--- config.mk ---
export PLATFORM = sky130hd
export DESIGN_NAME = count_sequencer_flat
export DESIGN_NICKNAME = d
export VERILOG_FILES = /design/src/rtl/count_sequencer_if.sv /design/src/rtl/count_sequencer.sv /design/src/flat_wrapper.sv
export SDC_FILE = /design/constraint.sdc
export NUM_CORES = 1
export LEC_CHECK = 0
export CORE_MARGIN = 4
export CORE_UTILIZATION = 45
export DETAILED_ROUTE_END_ITERATION = 10
export PLACE_DENSITY = 0.73
export SYNTH_ARGS = -nofsm -noshare
export SYNTH_HDL_FRONTEND = slang
export SYNTH_SLANG_ARGS = --single-unit
--- constraint.sdc ---
create_clock -name CLK -period 3.11 [get_ports CLK]
set_clock_uncertainty 0.1 [all_clocks]
set_input_delay 0.4665 -clock CLK [delete_from_list [all_inputs] [get_ports CLK]]
set_output_delay 0.4665 -clock CLK [all_outputs]
set_load 0.01 [all_outputs]
--- src/rtl/count_sequencer_if.sv ---
// Control, status and counter-feedback signals between the count sequencer and its host/counter.
interface count_sequencer_if #(
  parameter int CNT_W = 16,
  parameter int PRE_W = 8
);
  logic             START;
  logic             STOP;
  logic             PAUSE;
  logic             MODE;
  logic [PRE_W-1:0] DIV;
  logic [CNT_W-1:0] LIMIT;
  logic [CNT_W-1:0] Q;
  logic             CNT_CLR;
  logic             CNT_EN;
  logic             BUSY;
  logic             DONE;
  logic             ERR;

  modport master (
    output START, STOP, PAUSE, MODE, DIV, LIMIT, Q,
    input  CNT_CLR, CNT_EN, BUSY, DONE, ERR
  );

  modport slave (
    input  START, STOP, PAUSE, MODE, DIV, LIMIT, Q,
    output CNT_CLR, CNT_EN, BUSY, DONE, ERR
  );
endinterface

--- src/rtl/count_sequencer.sv ---
// Sequences an external synchronous counter: clear, prescaled enable strobes,
// and one-shot or periodic termination at a latched limit.
module count_sequencer #(
  parameter int CNT_W = 16,
  parameter int PRE_W = 8
) (
  input  logic              CLK,
  input  logic              CLR,
  count_sequencer_if.slave  bus
);

  typedef enum logic [1:0] {
    IDLE  = 2'd0,
    CLEAR = 2'd1,
    RUN   = 2'd2
  } state_t;

  state_t           state_q, state_d;
  logic [PRE_W-1:0] presc_q, presc_d;
  logic [PRE_W-1:0] div_q, div_d;
  logic [CNT_W-1:0] limit_q, limit_d;
  logic             mode_q, mode_d;
  logic             err_q, err_d;
  logic             tick_s;
  logic             cnt_clr_s;
  logic             cnt_en_s;
  logic             done_s;

  // State and latched configuration registers.
  always_ff @(posedge CLK or posedge CLR) begin
    if (CLR) begin
      state_q <= IDLE;
      presc_q <= {PRE_W{1'b0}};
      div_q   <= {PRE_W{1'b0}};
      limit_q <= {CNT_W{1'b0}};
      mode_q  <= 1'b0;
      err_q   <= 1'b0;
    end else begin
      state_q <= state_d;
      presc_q <= presc_d;
      div_q   <= div_d;
      limit_q <= limit_d;
      mode_q  <= mode_d;
      err_q   <= err_d;
    end
  end

  // Next-state and strobe decode; PAUSE/STOP gate the RUN strobes directly.
  always_comb begin
    state_d   = state_q;
    presc_d   = presc_q;
    div_d     = div_q;
    limit_d   = limit_q;
    mode_d    = mode_q;
    err_d     = err_q;
    cnt_clr_s = 1'b0;
    cnt_en_s  = 1'b0;
    done_s    = 1'b0;
    tick_s    = (presc_q == div_q) && !bus.PAUSE;

    case (state_q)
      IDLE: begin
        if (bus.START && !bus.STOP) begin
          state_d = CLEAR;
          mode_d  = bus.MODE;
          div_d   = bus.DIV;
          limit_d = bus.LIMIT;
          err_d   = 1'b0;
        end else begin
          state_d = IDLE;
        end
      end
      CLEAR: begin
        cnt_clr_s = 1'b1;
        presc_d   = {PRE_W{1'b0}};
        state_d   = RUN;
        if (bus.START) begin
          err_d = 1'b1;
        end else begin
          err_d = err_q;
        end
      end
      RUN: begin
        if (bus.START) begin
          err_d = 1'b1;
        end else begin
          err_d = err_q;
        end
        if (bus.STOP) begin
          state_d = IDLE;
          presc_d = {PRE_W{1'b0}};
        end else if (bus.PAUSE) begin
          presc_d = presc_q;
        end else if (!tick_s) begin
          presc_d = presc_q + PRE_W'(1);
        end else if (bus.Q != limit_q) begin
          // Q above limit also lands here, so a corrupted counter wraps back around.
          cnt_en_s = 1'b1;
          presc_d  = {PRE_W{1'b0}};
        end else begin
          done_s  = 1'b1;
          presc_d = {PRE_W{1'b0}};
          if (mode_q) begin
            cnt_clr_s = 1'b1;
          end else begin
            state_d = IDLE;
          end
        end
      end
      default: begin
        state_d = IDLE;
      end
    endcase
  end

  assign bus.CNT_CLR = cnt_clr_s;
  assign bus.CNT_EN  = cnt_en_s;
  assign bus.DONE    = done_s;
  assign bus.BUSY    = (state_q != IDLE);
  assign bus.ERR     = err_q;

endmodule

--- src/flat_wrapper.sv ---
// flat-port wrapper written by rule: the top's interface ports become plain ports
module count_sequencer_flat 
#(
  parameter int CNT_W = 16,
  parameter int PRE_W = 8
)
  (CLK, CLR, bus_START, bus_STOP, bus_PAUSE, bus_MODE, bus_DIV, bus_LIMIT, bus_Q, bus_CNT_CLR, bus_CNT_EN, bus_BUSY, bus_DONE, bus_ERR);
  count_sequencer_if #(.CNT_W(CNT_W), .PRE_W(PRE_W)) bus_i ();
  input  logic CLK;
  input  logic CLR;
  input wire logic [$bits(bus_i.START)-1:0] bus_START;
  input wire logic [$bits(bus_i.STOP)-1:0] bus_STOP;
  input wire logic [$bits(bus_i.PAUSE)-1:0] bus_PAUSE;
  input wire logic [$bits(bus_i.MODE)-1:0] bus_MODE;
  input wire logic [$bits(bus_i.DIV)-1:0] bus_DIV;
  input wire logic [$bits(bus_i.LIMIT)-1:0] bus_LIMIT;
  input wire logic [$bits(bus_i.Q)-1:0] bus_Q;
  output wire logic [$bits(bus_i.CNT_CLR)-1:0] bus_CNT_CLR;
  output wire logic [$bits(bus_i.CNT_EN)-1:0] bus_CNT_EN;
  output wire logic [$bits(bus_i.BUSY)-1:0] bus_BUSY;
  output wire logic [$bits(bus_i.DONE)-1:0] bus_DONE;
  output wire logic [$bits(bus_i.ERR)-1:0] bus_ERR;
  assign bus_i.START = bus_START;
  assign bus_i.STOP = bus_STOP;
  assign bus_i.PAUSE = bus_PAUSE;
  assign bus_i.MODE = bus_MODE;
  assign bus_i.DIV = bus_DIV;
  assign bus_i.LIMIT = bus_LIMIT;
  assign bus_i.Q = bus_Q;
  assign bus_CNT_CLR = bus_i.CNT_CLR;
  assign bus_CNT_EN = bus_i.CNT_EN;
  assign bus_BUSY = bus_i.BUSY;
  assign bus_DONE = bus_i.DONE;
  assign bus_ERR = bus_i.ERR;
  count_sequencer #(.CNT_W(CNT_W), .PRE_W(PRE_W)) u_core (.CLK(CLK), .CLR(CLR), .bus(bus_i));
endmodule
==> qor.tcl <==
set qor(power.internal_w) 0.001014
set qor(regArea_um2) 900.9
set qor(largest_net_degree_at_the_start_of_global_routing) 27
set qor(total_power_w) 0.001401
set qor(synthesis.area_um2) 1871
set qor(top_level_ports) 51
set qor(cp-start-kind) {input port}
set qor(grtUsageTotal) 0.1755
set qor(cts_buffers) 5
set qor(grt_antenna_before_repair) 0
set qor(routed_via_density) 5.250
set qor(io_buffer_count) 50
set qor(std_cell_rows) 23
set qor(cap_violations) 0
set qor(grt_pass1_wl_um) 7093
set qor(clk_path_buf_depth) 2
set qor(grt_remaining_overflow) 0
set qor(ctsRootBufferMaster) {sky130_fd_sc_hd__clkbuf_8}
set qor(clk_latency_ps) 280
set qor(synth.lib_cells_used.distinct) 33
set qor(cts_hold_repair.buffers) 0
set qor(worstSetupEndpointType) {primary output}
set qor(crit_top_cell) {sky130_fd_sc_hd__clkdlybuf4s50_1}
set qor(grt_pass1_vias) 1581
set qor(area_used_by_multi_input_combinational_logic_um2) 968.4
set qor(postRouteAntennaNets) 0
set qor(irDropWorstVdd_mv) 0.3140
set qor(cts_max_level) 2
set qor(maxClockFrequency_mhz) 341.0
set qor(syn-mean-instance-area_um2) 11.91
set qor(clkSlewWorstSetupHoldPaths_ps) 70
set qor(synth_warnings) 0
set qor(report.final.setup_viol) 0
set qor(hold_viol_final) 0
set qor(syn-num-nets) 208
set qor(crit_slowest_cell) {sky130_fd_sc_hd__clkdlybuf4s50_1}
set qor(post-route-drc-count) 0
set qor(design.final.nets) 268
set qor(power.switching_fraction) 0.2760
set qor(worst_endpoint_data_arrival_time_ps) 2370
set qor(initialDrtViolationCount) 77
set qor(synthToLayoutAreaGrowth_pct) 39.46
set qor(die_area_um2) 5252
set qor(finalSetupTns_ps) 0
set qor(drive_gt1_frac) 0.2294
set qor(power.static_leakage_nw) 1.137
set qor(timing.slew.headroom) 0.6463
set qor(starting_density) 0.4676
set qor(drt-wirelength-per-cell_um) 15.36
set qor(worstHoldPathType) {in2async}
set qor(drt_pre_antenna_iters) 4
set qor(place_hpwl_um) 3161
set qor(worst_ep_required_ps) 2540
set qor(gp_congestion) 0.8883
set qor(run_status) {completed}
set qor(coreArea_um2) 4000
set qor(power.sequential.fraction) 0.454
set qor(crit_path_max_incr_delay_ps) 490
set qor(switchingPower_w) 0.0003867
set qor(layout.filler_cells) 312
set qor(post-route-min-period_ps) 2933
set qor(diodes) 0
set qor(synth.yosys.seq_area_share) 0.4816
set qor(crit_path_cell_trace) {clkdlybuf4s50_1, xor2_1, nor4_2, nand4_1, buf_4, nor3b_1, clkdlybuf4s50_1}
set qor(combinationalPowerShare) 0.257
set qor(power-per-cell-area_nw_per_um2) 537.0
set qor(tightestPinTransition_ps) 529.9
set qor(path_class) {in2out}
set qor(synth_cells) 157
set qor(detailroute.via_count) 1407
set qor(die_height_um) 72.47
set qor(cts_tree) {done}
set qor(most_common_cell_after_layout_fill_and_taps_aside) {sky130_fd_sc_hd__clkdlybuf4s50_1}
set qor(clock_power_share) 0.290
set qor(timing.critical_path.fanout_max) 2
set qor(fp.dieW_um) 72.47
set qor(total_count_of_max_transition_violations_in_the_final_report) 0
set qor(post-route-period-util) 0.9429
set qor(clkSinkCount) 36
set qor(grt_setup_unrepaired) {false}
set qor(most-common-layout-cells) {sky130_fd_sc_hd__clkdlybuf4s50_1, sky130_fd_sc_hd__dfrtp_1, sky130_fd_sc_hd__mux2_2, sky130_fd_sc_hd__xor2_1}
set qor(flops_latches_synth) 36
set qor(wl_um) 4117
power by group through the flow:
| stage | logic [W] | registers, W | clock network (W) |
|---|---|---|---|
| 6_report | 0.000360 | 0.000636 | 0.000406 |
| 5_1_grt | 0.000395 | 0.000650 | 0.000441 |
| 4_1_cts | 0.000348 | 0.000636 | 0.000418 |
| 3_5_place_dp | 0.000345 | 0.000644 | 0 |
| 3_3_place_gp | 0.000330 | 0.000639 | 0 |
| 2_1_floorplan | 0.000226 | 0.000629 | 0 |
registers in the layout, indices dropped and copies added, names as in the netlist:
| name | cells |
|---|---|
| u_core.presc_q | 8 |
| u_core.state_q | 2 |
| u_core.limit_q | 16 |
| u_core.div_q | 8 |
| u_core.bus.ERR | 1 |
| u_core.mode_q | 1 |
layout make-up:
type,instances,share of cell area
Multi-Input combinational cell,113,0.3712
Inverter,6,0.008633
Sequential cell,36,0.3453
Tap cell,50,0.02398
Clock inverter,3,0.01631
Clock buffer,5,0.02638
Timing Repair Buffer,55,0.2082
Yosys cell counts:
cell type                   instances  area (um2)
sky130_fd_sc_hd__dfrtp_1           36       900.9
sky130_fd_sc_hd__o311ai_0           1       8.760
sky130_fd_sc_hd__nor4_2             1       12.51
sky130_fd_sc_hd__o21ai_0            8       40.04
sky130_fd_sc_hd__buf_2              2       10.01
sky130_fd_sc_hd__and2_1             1       6.260
sky130_fd_sc_hd__a211oi_1           1       7.510
sky130_fd_sc_hd__nand2_1            8       30.03
sky130_fd_sc_hd__mux2_4             1       15.01
sky130_fd_sc_hd__nand2b_1           2       12.51
sky130_fd_sc_hd__and3_2             1       7.510
sky130_fd_sc_hd__nor2_1             5       18.77
sky130_fd_sc_hd__o2bb2ai_1          3       26.28
sky130_fd_sc_hd__a22o_1             1       8.760
sky130_fd_sc_hd__nor3b_1            1       7.510
sky130_fd_sc_hd__a31o_2             2       17.52
sky130_fd_sc_hd__nor2b_1            1       6.260
sky130_fd_sc_hd__mux2i_1            2       20.02
sky130_fd_sc_hd__nand4_1            2       12.51
sky130_fd_sc_hd__inv_1              6       22.52
sky130_fd_sc_hd__ha_1               5       62.56
sky130_fd_sc_hd__nand3_1            4       20.02
sky130_fd_sc_hd__a31oi_1            1       6.260
sky130_fd_sc_hd__or3_2              1       7.510
sky130_fd_sc_hd__xor2_1            24       210.2
sky130_fd_sc_hd__and3_1             1       6.260
sky130_fd_sc_hd__nor4_1             4       25.02
sky130_fd_sc_hd__o31ai_4            1       21.27
sky130_fd_sc_hd__nand3_2            1       10.01
sky130_fd_sc_hd__nor3_1             3       15.01
sky130_fd_sc_hd__mux2_2            25       281.5
sky130_fd_sc_hd__a2bb2oi_1          1       8.760
sky130_fd_sc_hd__a21oi_1            1       5.000
repair_timing:
action,in CTS,in global routing
resized for setup,1,6
cloned,0,0
setup endpoints to repair,2,3
pin swaps,0,4
setup buffers,0,1
through the flow:
| step | cells | hold slack, ps | utilization | setup WS, ps | cell area [um2] |
|---|---|---|---|---|---|
| floorplan | 157 | 399.5 | - | 871.5 | 1871 |
| global placement | 259 | 408.4 | 0.6134 | -13.86 | 2454 |
| detailed placement | 259 | 414.4 | 0.6134 | -34.30 | 2454 |
| CTS | 267 | 429.2 | 0.6425 | 40.98 | 2570 |
| global route | 268 | 439.4 | 0.6522 | 84.16 | 2609 |
| finish | 268 | 422.7 | 0.6522 | 177.5 | 2609 |
logic make-up after synthesis:
group,Yosys count,synth area share
buf+inv,8,0.01739
simple gates,36,0.1057
mux,28,0.1692
xor+xnor,24,0.1124
flops,36,0.4816
compound gates,20,0.08028
fa+ha+maj,5,0.03344
path summary, 6_finish.rpt:
kind / slack (ps) / cells after the start / to / from
max in group asynchronous: 1790 / 3 / u_core.presc_q[2] / CLR
max reg2reg: 1040 / 6 / u_core.presc_q[6] / u_core.state_q[0]
min reg2reg: 430 / 1 / u_core.limit_q[3] / u_core.limit_q[3]
max: 180 / 7 / bus_CNT_EN / bus_Q[3]
min in group CLK: 430 / 1 / u_core.limit_q[3] / u_core.limit_q[3]
min: 420 / 2 / u_core.limit_q[14] / CLR
worst max-delay path: cells and delay by family:
family	cells	cell delay, ps
simple gates	3	640
buf+inv	3	1110
xor+xnor	1	150
metal layers:
layer  vias up  track usage  wire (um)
met3         4      0.07064        283
met1       684       0.1863       1593
met4         0      0.04098         27
met5         -            0          0
met2        41       0.3236       2212
li1        678            -          -
Power figures use the tool's default switching activity.
